<file path="src/rtl/note_div_calc_if.sv">
// Tone-frequency in / note_gen divider-value out bundle for note_div_calc.
// The master drives the raw frequencies and octave; the slave returns the dividers.
interface note_div_calc_if #(
    parameter int unsigned OUT_W = 22
);
    logic [31:0]      freqL;
    logic [31:0]      freqR;
    logic [2:0]       octave;
    logic [OUT_W-1:0] freq_outL;
    logic [OUT_W-1:0] freq_outR;
    logic             update;
    logic             busy;

    modport master (
        output freqL, freqR, octave,
        input  freq_outL, freq_outR, update, busy
    );

    modport slave (
        input  freqL, freqR, octave,
        output freq_outL, freq_outR, update, busy
    );
endinterface

</file>
<file path="src/rtl/note_div_calc.sv">
// Time-multiplexed restoring divider producing DIVIDEND/freq for both channels.
// Each round: sample inputs, divide left, divide right, commit both outputs at once.
module note_div_calc #(
    parameter int unsigned DIVIDEND   = 100_000_000,
    parameter int unsigned DIVIDEND_W = 27,
    parameter int unsigned OUT_W      = 22,
    parameter int unsigned SILENCE    = 100_000_000
) (
    input  logic           clk,
    input  logic           rst,
    note_div_calc_if.slave bus
);
    localparam int unsigned CNT_W = $clog2(DIVIDEND_W);
    localparam logic [DIVIDEND_W-1:0] DIVIDEND_V = DIVIDEND_W'(DIVIDEND);
    localparam logic [CNT_W-1:0]      CNT_TOP    = CNT_W'(DIVIDEND_W - 1);
    localparam logic [DIVIDEND_W-1:0] Q_MAX      = DIVIDEND_W'((64'd1 << OUT_W) - 64'd1);
    localparam logic [OUT_W-1:0]      OUT_MAX    = OUT_W'((64'd1 << OUT_W) - 64'd1);
    localparam logic [OUT_W-1:0]      OUT_SILENT = OUT_W'(1);

    typedef enum logic [1:0] {
        S_SAMPLE,
        S_DIV_L,
        S_DIV_R,
        S_COMMIT
    } state_t;

    state_t                state_q, state_d;
    logic [CNT_W-1:0]      cnt_q, cnt_d;
    logic [32:0]           rem_q, rem_d;
    logic [DIVIDEND_W-1:0] quot_q, quot_d;
    logic [DIVIDEND_W-1:0] quot_l_q, quot_l_d;
    logic [31:0]           freq_l_q, freq_l_d;
    logic [31:0]           freq_r_q, freq_r_d;
    logic [2:0]            oct_q, oct_d;
    logic [OUT_W-1:0]      out_l_q, out_l_d;
    logic [OUT_W-1:0]      out_r_q, out_r_d;
    logic                  update_q, update_d;
    logic                  busy_q, busy_d;

    logic [32:0]           div_l, div_r, div_sel;
    logic                  sil_l, sil_r;
    logic [33:0]           trial;
    logic                  ge;
    logic [32:0]           step_rem;
    logic [DIVIDEND_W-1:0] step_quot;

    // Octave scaling; doubling saturates so the divisor always fits in 32 bits.
    function automatic logic [32:0] eff_div(input logic [31:0] f, input logic [2:0] oct);
        logic [32:0] dbl;
        dbl = {f, 1'b0};
        case (oct)
            3'd1:    return {2'b00, f[31:1]};
            3'd3:    return dbl[32] ? 33'h0_FFFF_FFFF : dbl;
            default: return {1'b0, f};
        endcase
    endfunction

    function automatic logic [OUT_W-1:0] clip(input logic [DIVIDEND_W-1:0] q, input logic sil);
        if (sil)        return OUT_SILENT;
        if (q > Q_MAX)  return OUT_MAX;
        return q[OUT_W-1:0];
    endfunction

    assign div_l   = eff_div(freq_l_q, oct_q);
    assign div_r   = eff_div(freq_r_q, oct_q);
    assign sil_l   = (freq_l_q == 32'(SILENCE)) || (div_l == 33'd0);
    assign sil_r   = (freq_r_q == 32'(SILENCE)) || (div_r == 33'd0);
    assign div_sel = (state_q == S_DIV_R) ? div_r : div_l;

    // One restoring-division step, shared by both channels.
    assign trial     = {rem_q, DIVIDEND_V[cnt_q]};
    assign ge        = trial >= {1'b0, div_sel};
    assign step_rem  = ge ? (trial[32:0] - div_sel) : trial[32:0];
    assign step_quot = {quot_q[DIVIDEND_W-2:0], ge};

    // NOTE: every always_comb output gets a default before the case so no path leaves it unassigned (no latch).
    always_comb begin
        state_d  = state_q;
        cnt_d    = cnt_q;
        rem_d    = rem_q;
        quot_d   = quot_q;
        quot_l_d = quot_l_q;
        freq_l_d = freq_l_q;
        freq_r_d = freq_r_q;
        oct_d    = oct_q;
        out_l_d  = out_l_q;
        out_r_d  = out_r_q;
        update_d = 1'b0;
        busy_d   = 1'b1;

        case (state_q)
            S_SAMPLE: begin
                freq_l_d = bus.freqL;
                freq_r_d = bus.freqR;
                oct_d    = bus.octave;
                cnt_d    = CNT_TOP;
                rem_d    = '0;
                quot_d   = '0;
                state_d  = S_DIV_L;
            end
            S_DIV_L: begin
                rem_d  = step_rem;
                quot_d = step_quot;
                cnt_d  = cnt_q - 1'b1;
                if (cnt_q == '0) begin
                    quot_l_d = step_quot;
                    rem_d    = '0;
                    quot_d   = '0;
                    cnt_d    = CNT_TOP;
                    state_d  = S_DIV_R;
                end
            end
            S_DIV_R: begin
                rem_d  = step_rem;
                quot_d = step_quot;
                cnt_d  = cnt_q - 1'b1;
                if (cnt_q == '0) begin
                    cnt_d   = CNT_TOP;
                    state_d = S_COMMIT;
                end
            end
            S_COMMIT: begin
                out_l_d  = clip(quot_l_q, sil_l);
                out_r_d  = clip(quot_q, sil_r);
                update_d = 1'b1;
                state_d  = S_SAMPLE;
            end
            default: state_d = S_SAMPLE;
        endcase
    end

    // NOTE: sequential state uses non-blocking assignments so every flop sees pre-edge values.
    // NOTE: the datapath registers are plain flops, not memories, so they are reset like the control state.
    always_ff @(posedge clk or negedge rst) begin
        if (!rst) begin
            state_q  <= S_SAMPLE;
            cnt_q    <= '0;
            rem_q    <= '0;
            quot_q   <= '0;
            quot_l_q <= '0;
            freq_l_q <= '0;
            freq_r_q <= '0;
            oct_q    <= '0;
            out_l_q  <= OUT_SILENT;
            out_r_q  <= OUT_SILENT;
            update_q <= 1'b0;
            busy_q   <= 1'b0;
        end else begin
            state_q  <= state_d;
            cnt_q    <= cnt_d;
            rem_q    <= rem_d;
            quot_q   <= quot_d;
            quot_l_q <= quot_l_d;
            freq_l_q <= freq_l_d;
            freq_r_q <= freq_r_d;
            oct_q    <= oct_d;
            out_l_q  <= out_l_d;
            out_r_q  <= out_r_d;
            update_q <= update_d;
            busy_q   <= busy_d;
        end
    end

    assign bus.freq_outL = out_l_q;
    assign bus.freq_outR = out_r_q;
    assign bus.update    = update_q;
    assign bus.busy      = busy_q;
endmodule

</file>
<file path="src/flat_wrapper.sv">
// flat-port wrapper written by rule: the top's interface ports become plain ports
module note_div_calc_flat 
#(
    parameter int unsigned DIVIDEND   = 100_000_000,
    parameter int unsigned DIVIDEND_W = 27,
    parameter int unsigned OUT_W      = 22,
    parameter int unsigned SILENCE    = 100_000_000
)
  (clk, rst, bus_freqL, bus_freqR, bus_octave, bus_freq_outL, bus_freq_outR, bus_update, bus_busy);
  note_div_calc_if #(.OUT_W(OUT_W)) bus_i ();
  input  logic clk;
  input  logic rst;
  input wire logic [$bits(bus_i.freqL)-1:0] bus_freqL;
  input wire logic [$bits(bus_i.freqR)-1:0] bus_freqR;
  input wire logic [$bits(bus_i.octave)-1:0] bus_octave;
  output wire logic [$bits(bus_i.freq_outL)-1:0] bus_freq_outL;
  output wire logic [$bits(bus_i.freq_outR)-1:0] bus_freq_outR;
  output wire logic [$bits(bus_i.update)-1:0] bus_update;
  output wire logic [$bits(bus_i.busy)-1:0] bus_busy;
  assign bus_i.freqL = bus_freqL;
  assign bus_i.freqR = bus_freqR;
  assign bus_i.octave = bus_octave;
  assign bus_freq_outL = bus_i.freq_outL;
  assign bus_freq_outR = bus_i.freq_outR;
  assign bus_update = bus_i.update;
  assign bus_busy = bus_i.busy;
  note_div_calc #(.DIVIDEND(DIVIDEND), .DIVIDEND_W(DIVIDEND_W), .OUT_W(OUT_W), .SILENCE(SILENCE)) u_core (.clk(clk), .rst(rst), .bus(bus_i));
endmodule
</file>
<file path="config.mk">
export PLATFORM = sky130hd
export DESIGN_NAME = note_div_calc_flat
export DESIGN_NICKNAME = d
export VERILOG_FILES = /design/src/rtl/note_div_calc_if.sv /design/src/rtl/note_div_calc.sv /design/src/flat_wrapper.sv
export SDC_FILE = /design/constraint.sdc
export NUM_CORES = 1
export LEC_CHECK = 0
export ABC_AREA = 1
export BUFFER_PORTS_ARGS = -buffer_cell sky130_fd_sc_hd__buf_4
export CAP_MARGIN = 20
export CORE_MARGIN = 10
export CORE_UTILIZATION = 50
export DETAILED_ROUTE_END_ITERATION = 7
export PLACE_DENSITY = 0.71
export SLEW_MARGIN = 20
export SYNTH_ARGS = -nofsm -noshare
export SYNTH_HDL_FRONTEND = slang
export SYNTH_SLANG_ARGS = --single-unit
export TNS_END_PERCENT = 100
</file>
<file path="constraint.sdc">
create_clock -name clk -period 2.8 [get_ports clk]
set_input_delay 0.56 -clock clk [delete_from_list [all_inputs] [get_ports clk]]
set_output_delay 0.56 -clock clk [all_outputs]
set_load 0.02 [all_outputs]
</file>
Word-level counts from Yosys, hierarchy flattened:

Memories as Yosys holds them, arrays and structs flattened.
Cells that the tools add are included.

* flip-flop bits (word level): 207
* ROM bits: 32
* input bits: 69
* word-level logic and storage cells: 74
* memories: 1

Memory list
* (name not given): depth 32, bits a word 1, rd ports 1, clocked after Yosys merged registers in 0, write ports 0, line note_div_calc.sv:71 `assign trial = {rem_q, DIVIDEND_V[cnt_q]};`

* add/subtract/negate cells: 2
* magnitude comparators: 4
* equality and inequality tests: 9
* muxes and demuxes: 35
* reductions and logical operators: 11

Operator list (count)
* $mux 22: 8
* $pmux 33 s2: 2
* $mux 33: 3
* $pmux 33 s3: 1
* $pmux 27 s3: 1
* $logic_not 33->1: 2
* $eq 32x27->1 const B: 2
* $mux 32: 2
* $gt 27x22->1 const B: 2
* $ge 34x33->1: 1
* $sub 33x33->33: 1
* $mux 27: 1
* $mux 1: 12
* $pmux 5 s2: 1
* $pmux 2 s4: 1
* $lt 5x6->1 const B: 1
* $logic_not 5->1: 1
* $mux 5: 1
* $sub 5x1->5 const B: 1
* $eq 2x2->1 const B: 2
* $mux 2: 2
* $reduce_and 2->1: 2
* $eq 3x1->1 const B: 1
* $eq 3x2->1 const B: 1
* 8 further kinds: 9

Longest topological paths before layout:

Gate-level depths: netlist of the first run.

* word-level depth: 10
* depth in mapped cells: 25

Worst setup path before layout of the first run:

Ideal clock, no wire load.

* kind: register -> register
* from: register u_core.state_q[0]
* to: register u_core.rem_q[2]
* arrival time: 2.988 ns
* data required time: 2.682 ns
* slack: -0.306 ns
* cell stages (with the launch flop): 20
* path buffers: 3
* clock period less this slack: 3.106 ns
* path through: dfrtp_1 > inv_1 > ha_1 > clkbuf_1 > inv_1 > buf_1 > mux2i_1 > ha_1 > fa_1 > inv_1 > nand3_1 > nand3_1 > nand2_1 > nand2_1 > nand2_1 > nand2_1 > buf_2 > o21ai_0 > nand3_1 > nand2_1

* cells in the longest elaborated chain, start to end: 6

RTL lines
* start: declaration: line note_div_calc.sv:27 `state_t state_q, state_d;`
* start signal: assignment: line note_div_calc.sv:149 `state_q <= state_d;`
* $eq 2x2->1: line note_div_calc.sv:68, note_div_calc.sv:91
* $mux 33: line note_div_calc.sv:68 `assign div_sel = (state_q == S_DIV_R) ? div_r : div_l;`
* $sub 33x33->33 or $ge 34x33->1 (tied branches): line note_div_calc.sv:73, note_div_calc.sv:72
* $mux 33: line note_div_calc.sv:73 `assign step_rem = ge ? (trial[32:0] - div_sel) : trial[32:0];`
* $mux 33: line note_div_calc.sv:105 `if (cnt_q == '0) begin`
* $pmux 33 s3: line note_div_calc.sv:91 `case (state_q)`
* end signal: assignment: line note_div_calc.sv:151 `rem_q <= rem_d;`
* end: declaration: line note_div_calc.sv:29 `logic [32:0] rem_q, rem_d;`

Several ways; a longest one is shown, not always the timed one.
A chain may end at the register's enable or synchronous reset.

Worst setup path in the final report of the first run:

* from: register u_core.oct_q[0]
* to: register u_core.quot_l_q[0]

* cells in the longest elaborated chain, start to end: 4

RTL lines
* start: declaration: line note_div_calc.sv:34 `logic [2:0] oct_q, oct_d;`
* start signal: assignment: line note_div_calc.sv:156 `oct_q <= oct_d;`
* $eq 3x2->1 or $eq 3x1->1 (tied branches): line note_div_calc.sv:51 `case (oct)`
* $pmux 33 s2: line note_div_calc.sv:51
* $mux 33 *: line note_div_calc.sv:68
* $ge 34x33->1 *: line note_div_calc.sv:72 `assign ge = trial >= {1'b0, div_sel};`
* end signal: assignment: line note_div_calc.sv:153 `quot_l_q <= quot_l_d;`
* end: declaration: line note_div_calc.sv:31 `logic [DIVIDEND_W-1:0] quot_l_q, quot_l_d;`

Mark *: on every way between the ends. The rest lies on a longest branch, timed or not.

==> metrics.txt, run 1 <==
Clock H-tree levels 1; f_max 324 MHz; HP Class in -> async; PD cells 846 mW/mm^2; final WL 50600 um; Synth area leader dfrtp_1; routed via count 15200; static leakage 10.2 nW; CP Class reg -> reg; worst vdd ir 0.755 mV; Power Total 0.0165 W; Syn Inst Count 2108; violated checks negative setup slack; max cap viols 0; Placement Setup Slack -0.396 ns; CTS Root Cell clkbuf_16; commonest non-fill, non-tap cell in the layout nand2_1; core area 0.0268 mm^2; fin crit share 110%; Worst Hold Slack 0.0999 ns; vias in the first global route 14800; Final Util 72.8%; largest net degree at the start of global routing 87; Yosys warning count 0; CTS tree built; Site Rows 60; area share of the largest cell type after synthesis 37.8%; Num CTS Buffers 24; total gr overflow 0; status complete, but fails checks; port buffer count 114; Syn-to-layout area delta 43.9%; total die area 0.0341 mm^2; Yosys cell types 41; clock tree buffer depth 3; RSZ-0062 raised after global routing true; die outline width 185 um; vias per inst 5.46; first-pass GRT wire length 76600 um; Setup Skew 0.0195 ns; routability-driven placement congestion ratio 0.974; setup ws final -0.284 ns; Syn Area/Cell 6.43 um^2; drt pass-1 iters 5; R2R setup slack -0.28 ns; CTS sink cnt 207; DRC Markers 0; IO Pins 115; terminus of the critical flop-to-flop path u_core.quot_l_q[0]$_DFFE_PN0P_; R2R Path Start u_core.oct_q[0]$_DFFE_PN0N_; post-layout min period 3.08 ns; worst-skew pair later-pin latency 0.54 ns; Worst Setup Start Kind flip-flop; initial core utilization 50.6%; number of fill cells 2124; Synth Flop Type dfrtp_1; worst path required time 3.23 ns; number of flops mapped to enable cells by yosys 0; Worst Setup End Kind flip-flop; asr flop ratio synth 100%; final hold violation count 0; Reg2Reg Depth 21; sequential area share after synthesis 38.2%; ANT cells 0; total global-route track usage 28.1%; DRT antenna net count 0; Nets 2541; Total Negative Setup Slacks -8.08 ns; commonest cells after routing, fill and taps aside 716 x nand2_1, 336 x buf_4, 223 x inv_1, 202 x dfrtp_1, 162 x nor2_1; Worst-path clk slew 0.07 ns; Die Ht 185 um; Syn Nets 2217; Critical Path AT 3.51 ns; Routed wire per std cell 18.1 um; dominant cells by area after synthesis dfrtp_1 38%, nand2_1 24%, nor2_1 6.7%, inv_1 6.6%, nand3_1 4.7%; drt initial violations 1391; Max Slew Vio Count 0; post-DP HPWL 34700 um; Worst-Margin Slew 0.771 ns; post-synthesis instance area 0.0136 mm^2; Seq cells post-synth 207; Final setup viols 41; initial antenna violation count 0; fraction of layout cells with a size suffix above 1 32.7%; worst-path fanout max 7; Slew HR 48.2%
## Yosys cell counts, types with 2 or more instances
| cell type | instances |
|---|---|
| nand2_2 | 3 |
| nand3_2 | 10 |
| nor3_1 | 9 |
| buf_6 | 7 |
| o21bai_1 | 2 |
| nand2_1 | 876 |
| nand4_1 | 20 |
| buf_2 | 20 |
| nand2_4 | 2 |
| xnor2_1 | 15 |
| dfstp_2 | 2 |
| and2_1 | 2 |
| clkbuf_1 | 57 |
| o211ai_1 | 2 |
| ha_1 | 39 |
| a21oi_1 | 39 |
| nor4_1 | 5 |
| nor2_1 | 243 |
| mux2i_1 | 2 |
| dfrtp_1 | 205 |
| nand3_1 | 126 |
| nand3b_1 | 10 |
| or2_2 | 4 |
| inv_1 | 239 |
| o22ai_1 | 26 |
| o21ai_0 | 121 |
| inv_2 | 4 |
| buf_1 | 5 |
## where the power goes
group          internal (W)  leakage (nW)  switching (W)
logic               0.00420          7.18        0.00480
clock network       0.00217         0.429        0.00136
registers           0.00346          2.57       0.000500
## cell type report
class / instances / area (um^2) / area share (%)
well taps: 341 / 427 / 2.19
multi-input cells: 1571 / 8690 / 44.5
repair buffers: 385 / 3400 / 17.4
inverters: 243 / 918 / 4.71
clock inverters: 12 / 205 / 1.05
clock buffers: 32 / 681 / 3.49
flip-flops and latches: 207 / 5190 / 26.6
## worst max-delay path by stage
stage / start / endpoint / cells after the start
4_1_cts: u_core.oct_q[0]$_DFFE_PN0N_ / u_core.quot_l_q[0]$_DFFE_PN0P_ / 23
2_1_floorplan: u_core.oct_q[0]$_DFFE_PN0N_ / u_core.rem_q[31]$_DFFE_PN0P_ / 23
3_5_place_dp: u_core.oct_q[2]$_DFFE_PN0N_ / u_core.rem_q[2]$_DFFE_PN0P_ / 21
3_3_place_gp: u_core.oct_q[2]$_DFFE_PN0N_ / u_core.rem_q[2]$_DFFE_PN0P_ / 21
6_report: u_core.oct_q[0]$_DFFE_PN0N_ / u_core.quot_l_q[0]$_DFFE_PN0P_ / 21
5_1_grt: u_core.oct_q[2]$_DFFE_PN0N_ / u_core.rem_q[2]$_DFFE_PN0P_ / 21
## per-layer routing
layer / GRT usage [%] / wire length [um] / share of wire (%)
met1: 33.5 / 19700 / 39
met2: 48.2 / 24400 / 48
met3: 3.92 / 3510 / 6.9
met4: 14.5 / 2950 / 5.8
met5: 0 / 0 / 0
## logic make-up (layout without fill, tap and decap cells)
group,Yosys count,count (layout),synth area share [%]
AO/OA/AOI/OAI,195,195,7.62
XOR/XNOR,16,16,1.03
adder cells (fa/ha/maj),40,40,3.75
buffers and inverters,333,672,9.82
flip-flops,207,207,38.2
multiplexers,3,3,0.231
other,1,1,0.0277
AND/OR/NAND/NOR,1313,1316,39.3
## through the flow
step                cell area (um^2)  cells
finish                         19500   2791
global route                   19500   2791
CTS                            18500   2767
detailed placement             16200   2688
global placement               16200   2688
floorplan                      13600   2108
## what timing repair did
action                                  4_1_cts  5_1_grt
pin swaps                                    93       97
hold buffers                                  0        0
setup buffers                                27       19
cloned                                        9        6
endpoints found under the setup margin       35       65
resized for setup                           217      248
## worst max-delay path, cell delays in order (launching register included)
cell and delay (ns):
dfrtp_2 0.45, nand2_2 0.09, nor2_4 0.05, buf_12 0.15, buf_12 0.13, buf_6 0.12
nand2_2 0.08, nand2_2 0.06, nor2_2 0.15, nand2_1 0.08, nand2_2 0.12, ha_4 0.23
nand2_4 0.08, inv_1 0.04, nand2_1 0.07, nand2_2 0.09, a21oi_4 0.19, nand2_4 0.08
nand2_4 0.10, nand2_8 0.13, buf_8 0.18, mux2_4 0.26
## flip-flops by register name, indices dropped and copies added, names as in the netlist
signal and count:
u_core.bus.busy 1, u_core.bus.freq_outL 22, u_core.bus.freq_outR 22, u_core.bus.update 1
u_core.cnt_q 5, u_core.freq_l_q 32, u_core.freq_r_q 32, u_core.oct_q 3
u_core.quot_l_q 27, u_core.quot_q 27, u_core.rem_q 33, u_core.state_q 2
No activity file was read; power rests on OpenSTA's default activity.
==> inputs of run 2 (changes only) <==
--- a/config.mk
+++ b/config.mk
@@ -5,13 +5,12 @@
 export SDC_FILE = /design/constraint.sdc
 export NUM_CORES = 1
 export LEC_CHECK = 0
-export ABC_AREA = 1
 export BUFFER_PORTS_ARGS = -buffer_cell sky130_fd_sc_hd__buf_4
 export CAP_MARGIN = 20
 export CORE_MARGIN = 10
 export CORE_UTILIZATION = 50
 export DETAILED_ROUTE_END_ITERATION = 7
-export PLACE_DENSITY = 0.71
+export PLACE_DENSITY = 0.72
 export SLEW_MARGIN = 20
 export SYNTH_ARGS = -nofsm -noshare
 export SYNTH_HDL_FRONTEND = slang
==> run 2 against run 1 <==
Sequential power decreased by 6.8%. Register-to-register slack worse by 0.81 ns. Highest routed layer unchanged. Fmax shrank 21%. Worst setup slack lost 0.81 ns. Synthesized cell count is 39% lower. Clock skew decreased by 0.0018 ns. Clock power decreased by 17%. The run still ends with negative setup slack left. Design area down 14%. Synthesized area is 12% lower. Wire length decreased by 24%. Non-clock buffer count stayed put. Critical path depth shrank 3.
==> metrics.txt, run 2 <==
status complete, but fails checks; violated checks negative setup slack; drt initial violations 1135 (-18%); Seq cells post-synth 207 (unchanged); first-pass GRT wire length 61000 um (-20%); DRC Markers 0 (unchanged); HP Class in -> async; fin crit share 139% (+29 points); setup ws final -1.09 ns (-0.811 ns); ANT cells 0 (unchanged); Synth Flop Type dfrtp_1; count leader, synth dfrtp_1; initial core utilization 50.9% (+0.35 points); Nets 1714 (-33%); worst path required time 3.28 ns (+0.05 ns); area of the multi-input gates 0.00688 mm^2 (-21%); DRT antenna net count 0 (unchanged); total global-route track usage 24.1% (-3.9 points); Yosys cell types 61 (+49%); critical path's slowest cell dfrtp_1; internal power 0.00801 W (-19%); routed via count 11400 (-25%); commonest cells after routing, fill and taps aside 347 x buf_4, 204 x dfrtp_1, 177 x nor2_1, 103 x mux2_2, 88 x nand2_1; Sequential cell area 0.00519 mm^2 (unchanged); post-layout min period 3.89 ns (+0.811 ns); largest family of logic cells by synthesized area compound AO/OA/AOI/OAI gates; Power Total 0.0123 W (-25%); sequential area share after synthesis 43.2% (+5.0 points); Net Sw Frac 35.1% (-5.3 points); vias per inst 5.89 (+7.9%); CP Class reg -> reg; Routed wire per std cell 19.9 um (+9.6%); Worst Setup Start Kind flip-flop; total gr overflow 0 (unchanged); static leakage 7.55 nW (-26%); Yosys warning count 0 (unchanged); f_max 257 MHz (-21%); Buf/Inv on CP 5 (unchanged); Critical Path AT 4.37 ns (+0.86 ns); Syn Inst Count 1286 (-39%); commonest non-fill, non-tap cell in the layout buf_4; CTS tree built; Reg2Reg Depth 18 (-14%); Site Rows 56 (-6.7%); logic gate share of total power 46.2% (-8.4 points); sequential share of power 30.0% (+6.0 points); asr flop ratio synth 100% (unchanged); Slew HR 41.2% (-6.9 points); port buffer count 114 (unchanged); vias in the first global route 11400 (-24%); max reg flops 33 (unchanged); Net Switching 0.00433 W (-35%); drt pass-1 iters 5 (unchanged); Post-Synth Simple-Gate Area 13.2% (-26 points); CTS sink cnt 207 (unchanged); adder-cell share of the synthesized area 4.24% (+0.49 points); Final setup viols 39 (-4.9%); dominant cells by area after synthesis dfrtp_1 43%, mux2_2 11%, nor2_1 5.6%, ha_1 4.1%, a21oi_1 3.8%; max cap viols 0 (unchanged); Worst-Margin Slew 0.880 ns (+0.109 ns); number of flops mapped to enable cells by yosys 0 (unchanged); worst vdd ir 0.552 mV (-27%); Syn Nets 1395 (-37%); Clock H-tree levels 1 (unchanged); Synth Area in XOR/XNOR 2.19% (+1.2 points); post-DP HPWL 26700 um (-23%); Worst-path clk slew 0.06 ns (about the same); core area 0.0235 mm^2 (-12%); post-synthesis instance area 0.0120 mm^2 (-12%); CP Cell Sequence nand2b_4 > buf_8 > buf_12 > buf_8 > a211oi_4 > a21oi_2 > mux2_4 > ha_4 > a21o_1 > a221o_1 > a31oi_2 > o21ai_1 > a211oi_2 > o41a_1 > buf_6 > buf_6 > mux2i_1 > a22o_1; Top delay family on crit path compound AO/OA/AOI/OAI gates; CP peak stage delay 0.38 ns (-0.07 ns); PD cells 740 mW/mm^2 (-13%); number of fill cells 1735 (-18%); Syn-to-layout area delta 39.1%; most flop-heavy register u_core.rem_q; total die area 0.0306 mm^2 (-10%); Max Slew Vio Count 0 (unchanged); dpl cell area 0.0151 mm^2 (-6.8%); synth cell count leaders 205 x dfrtp_1, 179 x nor2_1, 112 x mux2_2, 93 x nand2_1, 91 x a21oi_1; routability-driven placement congestion ratio 0.985 (+1.1%); Synth Area in Compound Gates 19.9% (+12 points); final WL 38500 um (-24%); largest net degree at the start of global routing 67 (-23%); Clk pwr share 23.9% (+2.5 points); WP depth 18 (-14%); area share of the largest cell type after synthesis 42.8% (+4.9 points); clock tree buffer depth 3 (unchanged); Num CTS Buffers 23 (-4.2%); Die Ht 175 um (-5.3%); Setup Skew 0.0177 ns (-0.00178 ns); worst-skew pair later-pin latency 0.54 ns (about the same); Worst Setup End Kind flip-flop; post-route cell area 0.0167 mm^2 (-14%); RSZ-0062 raised after global routing true; CTS Root Cell clkbuf_16; biggest regs u_core.rem_q (33), u_core.freq_l_q (32), u_core.freq_r_q (32); worst-path fanout max 6 (-1); Syn Area/Cell 9.32 um^2 (+45%); die outline width 175 um (-5.3%); fraction of layout cells with a size suffix above 1 39.9% (+7.1 points); multiplexer share of the synthesized area 12.2% (+12 points); final hold violation count 0 (unchanged); Synth area leader dfrtp_1; IO Pins 115 (unchanged); initial antenna violation count 0 (unchanged)
## run 2: cell count changes after synthesis, sizes merged, moves of 39 or more
cell,previous run,this run
nand2,881,93
inv,243,60
mux2,1,112
a21oi,39,91
o21ai,122,83
nor2,245,179
nand3,136,7
a211oi,0,57
## run 2: final timing paths
kind | start | end | slack [ns]
setup / recovery | u_core.oct_q[2]$_DFFE_PN0N_ | u_core.rem_q[0]$_DFFE_PN0P_ | -1.09
hold / removal | rst | u_core.freq_r_q[16]$_DFFE_PN0N_ | 0.01
setup reg to reg | u_core.oct_q[2]$_DFFE_PN0N_ | u_core.rem_q[0]$_DFFE_PN0P_ | -1.09
hold reg to reg | u_core.quot_l_q[0]$_DFFE_PN0P_ | u_core.quot_l_q[0]$_DFFE_PN0P_ | 0.49
max in group asynchronous | rst | u_core.rem_q[16]$_DFFE_PN0P_ | 1.99
min in group clk | bus_octave[2] | u_core.oct_q[2]$_DFFE_PN0N_ | 0.25
## run 2: kinds of logic after synthesis
family          count (synthesis)
other cells                     1
simple gates                  357
flops                         207
xor+xnor                       30
compound gates                368
mux                           132
buf+inv                       151
fa+ha+maj                      40
## run 2: per-stage QoR
step	hold slack, ns	util [%]	std cells	TNS (ns)	setup slack, ns
floorplan	0.264	-	1286	-19.16	-0.780
global placement	0.462	64.2	1871	-29.42	-0.922
detailed placement	0.479	64.2	1871	-31.27	-1.00
CTS	0.0136	69.3	1932	-29.31	-0.936
global route	0.0464	70.8	1940	-40.97	-1.23
finish	0.0136	70.8	1940	-34.60	-1.09
## run 2: per-layer routing
| metal | up-vias | GRT usage (%) | share of wire (%) | wire, um |
|---|---|---|---|---|
| met5 | - | 0 | 0 | 0 |
| met4 | 0 | 6.46 | 2.3 | 905 |
| met3 | 71 | 3.26 | 6.1 | 2330 |
| met2 | 434 | 40.1 | 48 | 18400 |
| met1 | 5673 | 32.4 | 44 | 16900 |
| li1 | 5255 | - | - | - |
## run 2: repair_timing
item	4_1_cts	5_1_grt
resized for setup	66	75
endpoints found under the hold margin	0	0
hold buffers	0	0
gates cloned	6	0
buffers inserted	15	8
pin swaps	20	24
setup endpoints to repair	35	76
## run 2: power by group through the flow
stage / sequential [W] / clock [W] / combinational (W)
after floorplan: 0.00362 / 0 / 0.00304
after global placement: 0.00370 / 0 / 0.00460
after detailed placement: 0.00371 / 0 / 0.00467
after CTS: 0.00368 / 0.00299 / 0.00535
after global routing: 0.00373 / 0.00309 / 0.00615
final: 0.00369 / 0.00294 / 0.00570
## run 2: cell type report
| cell class | instances | area share (%) |
|---|---|---|
| tap | 319 | 2.39 |
| inverter | 60 | 1.35 |
| multi-input combinational | 928 | 41.2 |
| sequential | 207 | 31.1 |
| clock inverter | 9 | 0.458 |
| clock buffer | 32 | 3.89 |
| timing repair buffer | 385 | 19.6 |
==> inputs of run 3 (changes only) <==
--- a/config.mk
+++ b/config.mk
@@ -7,6 +7,7 @@
 export LEC_CHECK = 0
 export BUFFER_PORTS_ARGS = -buffer_cell sky130_fd_sc_hd__buf_4
 export CAP_MARGIN = 20
+export CORE_ASPECT_RATIO = 1.1
 export CORE_MARGIN = 10
 export CORE_UTILIZATION = 50
 export DETAILED_ROUTE_END_ITERATION = 7
@@ -15,4 +16,3 @@
 export SYNTH_ARGS = -nofsm -noshare
 export SYNTH_HDL_FRONTEND = slang
 export SYNTH_SLANG_ARGS = --single-unit
-export TNS_END_PERCENT = 100
==> run 3 against run 2 <==
The flow still finishes with violations (negative setup slack). Cell count increased by 1.6%. Worst setup slack improved by 0.042 ns. Wire length increased by 8.5%. Global-route usage increased by 0.27 points. Clock power increased by 13%. Combinational power increased by 8.2%. Non-clock buffer count increased by 45.
==> metrics.txt, run 3 (same netlist as run 2, synthesis figures left out) <==
DRT antenna net count 0 (unchanged); violated checks negative setup slack; first-pass GRT wire length 62200 um (+2.0%); post-layout min period 3.85 ns (-0.0419 ns); setup ws final -1.05 ns (+0.0419 ns); Syn-to-layout area delta 48.1%; Critical Path AT 4.24 ns (-0.13 ns); CP Class reg -> reg; Max Slew Vio Count 0 (unchanged); status complete, but fails checks; initial core utilization 50.8% (-0.17 points); final WL 41800 um (+8.5%); CP Cell Sequence buf_6 > clkbuf_16 > buf_4 > a211oi_4 > a21oi_2 > mux2_4 > ha_4 > and3_4 > o211a_1 > o21ai_2 > a21boi_4 > o2111ai_4 > o41a_1 > buf_4 > buf_6 > a32oi_1 > o21ai_1; largest net degree at the start of global routing 67 (unchanged); drt initial violations 1351 (+19%); Nets 1759 (+2.6%); Site Rows 59 (+5.4%); clock tree buffer depth 3 (unchanged); worst vdd ir 0.462 mV (-16%); initial antenna violation count 0 (unchanged); port buffer count 114 (unchanged); commonest non-fill, non-tap cell in the layout buf_4; post-DP HPWL 26400 um (-1.3%); max cap viols 0 (unchanged); static leakage 7.98 nW (+5.7%); PD cells 747 mW/mm^2 (+0.97%); vias in the first global route 12000 (+5.7%); Routed wire per std cell 21.2 um (+6.8%); Final Util 75.1% (+4.3 points); Buf/Inv on CP 5 (unchanged); RSZ-0062 raised after global routing true; Num CTS Buffers 23 (unchanged); routability-driven placement congestion ratio 0.995 (+1.0%); ANT cells 0 (unchanged); post-route cell area 0.0178 mm^2 (+6.5%); DRC Markers 0 (unchanged); Clock H-tree levels 1 (unchanged); dpl cell area 0.0151 mm^2 (+0.17%); commonest cells after routing, fill and taps aside 374 x buf_4, 203 x dfrtp_1, 172 x nor2_1, 99 x mux2_2, 85 x nand2_1; total global-route track usage 24.4% (+0.27 points); worst-skew pair later-pin latency 0.52 ns (-0.02 ns); biggest regs u_core.rem_q (33), u_core.freq_l_q (32), u_core.freq_r_q (32); Die Ht 182 um (+4.3%); fin crit share 138% (-1.5 points); CTS tree built; Setup Skew 0.0175 ns (-0.000219 ns); CTS sink cnt 207 (unchanged); fraction of layout cells with a size suffix above 1 44.9% (+5.0 points); total die area 0.0306 mm^2 (about the same); Worst-Margin Slew 0.879 ns (-0.000625 ns); Final setup viols 47 (+21%); routed via count 12000 (+5.1%); die outline width 168 um (-4.1%); final hold violation count 0 (unchanged); max reg flops 33 (unchanged); Worst Setup End Kind flip-flop; total gr overflow 0 (unchanged); Worst-path clk slew 0.06 ns (about the same); CTS Hold Bufs 0 (unchanged); core area 0.0236 mm^2 (+0.34%); HP Class in -> async; Worst Hold Slack 0.0251 ns (+0.0116 ns); IO Pins 115 (unchanged); worst path required time 3.18 ns (-0.10 ns); f_max 260 MHz (+1.1%); worst-path fanout max 8 (+2); Total Negative Setup Slacks -32.35 ns (+2.25 ns); CP peak stage delay 0.54 ns (+0.16 ns); CTS Root Cell clkbuf_16; Top delay family on crit path compound AO/OA/AOI/OAI gates; most flop-heavy register u_core.rem_q; critical path's slowest cell dfrtp_4; drt pass-1 iters 6 (+1); Worst Setup Start Kind flip-flop; vias per inst 6.10 (+3.4%); Slew HR 41.3% (+0.042 points)
==> run 3: cell count changes in the layout (fill, tap and decap cells not counted), moves of 5 or more <==
cell / change
bufinv_16: +5
a211oi_2: +8
a211oi_4: +6
a21oi_1: -11
ha_1: -7
buf_4: +27
a211oi_1: -14
a21oi_2: +10
nor2_1: -5
ha_4: +9
==> run 3: timing repair <==
| item | CTS | global route |
|---|---|---|
| gates cloned | 9 | 4 |
| pin swaps | 22 | 24 |
| setup endpoints to repair | 35 | 78 |
| gates resized for setup | 123 | 120 |
| buffers inserted | 34 | 19 |
==> run 3: power breakdown <==
part,switching [W],internal [W]
clock,0.00132,0.00202
combinational,0.00289,0.00327
sequential,0.000418,0.00334
total,0.00463,0.00863
==> run 3: routing by layer <==
metal | up-vias | wire length [um] | track usage (%)
li1 | 5342 | - | -
met1 | 5829 | 15700 | 28.8
met4 | 0 | 2790 | 12.8
met2 | 644 | 19900 | 41.0
met3 | 199 | 3340 | 4.99
met5 | - | 0 | 0
==> run 3: area by class of cell <==
| class | count | area, um^2 |
|---|---|---|
| Clock buffer | 28 | 604 |
| Clock inverter | 13 | 214 |
| Tap cell | 305 | 382 |
| Inverter | 60 | 225 |
| Timing Repair Buffer | 430 | 3810 |
| Sequential cell | 207 | 5190 |
| Multi-Input combinational cell | 928 | 7330 |
| Fill cell | 1504 | 5870 |
==> run 3: worst paths after layout <==
| kind | startpoint | end | slack (ns) | cells after the start |
|---|---|---|---|---|
| max | u_core.oct_q[1]$_DFFE_PN0N_ | u_core.rem_q[24]$_DFFE_PN0P_ | -1.05 | 17 |
| max reg2reg | u_core.oct_q[1]$_DFFE_PN0N_ | u_core.rem_q[24]$_DFFE_PN0P_ | -1.05 | 17 |
| max in group asynchronous | rst | u_core.bus.freq_outL[0]$_DFFE_PN1P_ | 2.00 | 2 |
| min reg2reg | u_core.quot_l_q[0]$_DFFE_PN0P_ | u_core.quot_l_q[0]$_DFFE_PN0P_ | 0.49 | 2 |
| min | rst | u_core.bus.freq_outL[7]$_DFFE_PN0P_ | 0.03 | 1 |
| min in group clk | bus_freqR[31] | u_core.freq_r_q[31]$_DFFE_PN0N_ | 0.25 | 3 |
==> run 3: stage by stage <==
step / std cells / total power [W] / setup WS (ns)
after floorplan: 1286 / 0.00665 / -0.780
after global placement: 1866 / 0.00828 / -0.976
after detailed placement: 1866 / 0.00841 / -1.03
after CTS: 1950 / 0.0125 / -0.864
after global routing: 1971 / 0.0139 / -1.19
final: 1971 / 0.0133 / -1.05
==> run 3: worst register-to-register path: cells and delay by family, from the launching register on <==
kind	cells	cell delay, ns
simple gates	1	0.19
compound gates	9	1.68
fa+ha+maj	1	0.28
mux	1	0.30
buf+inv	5	0.74
flops	1	0.54
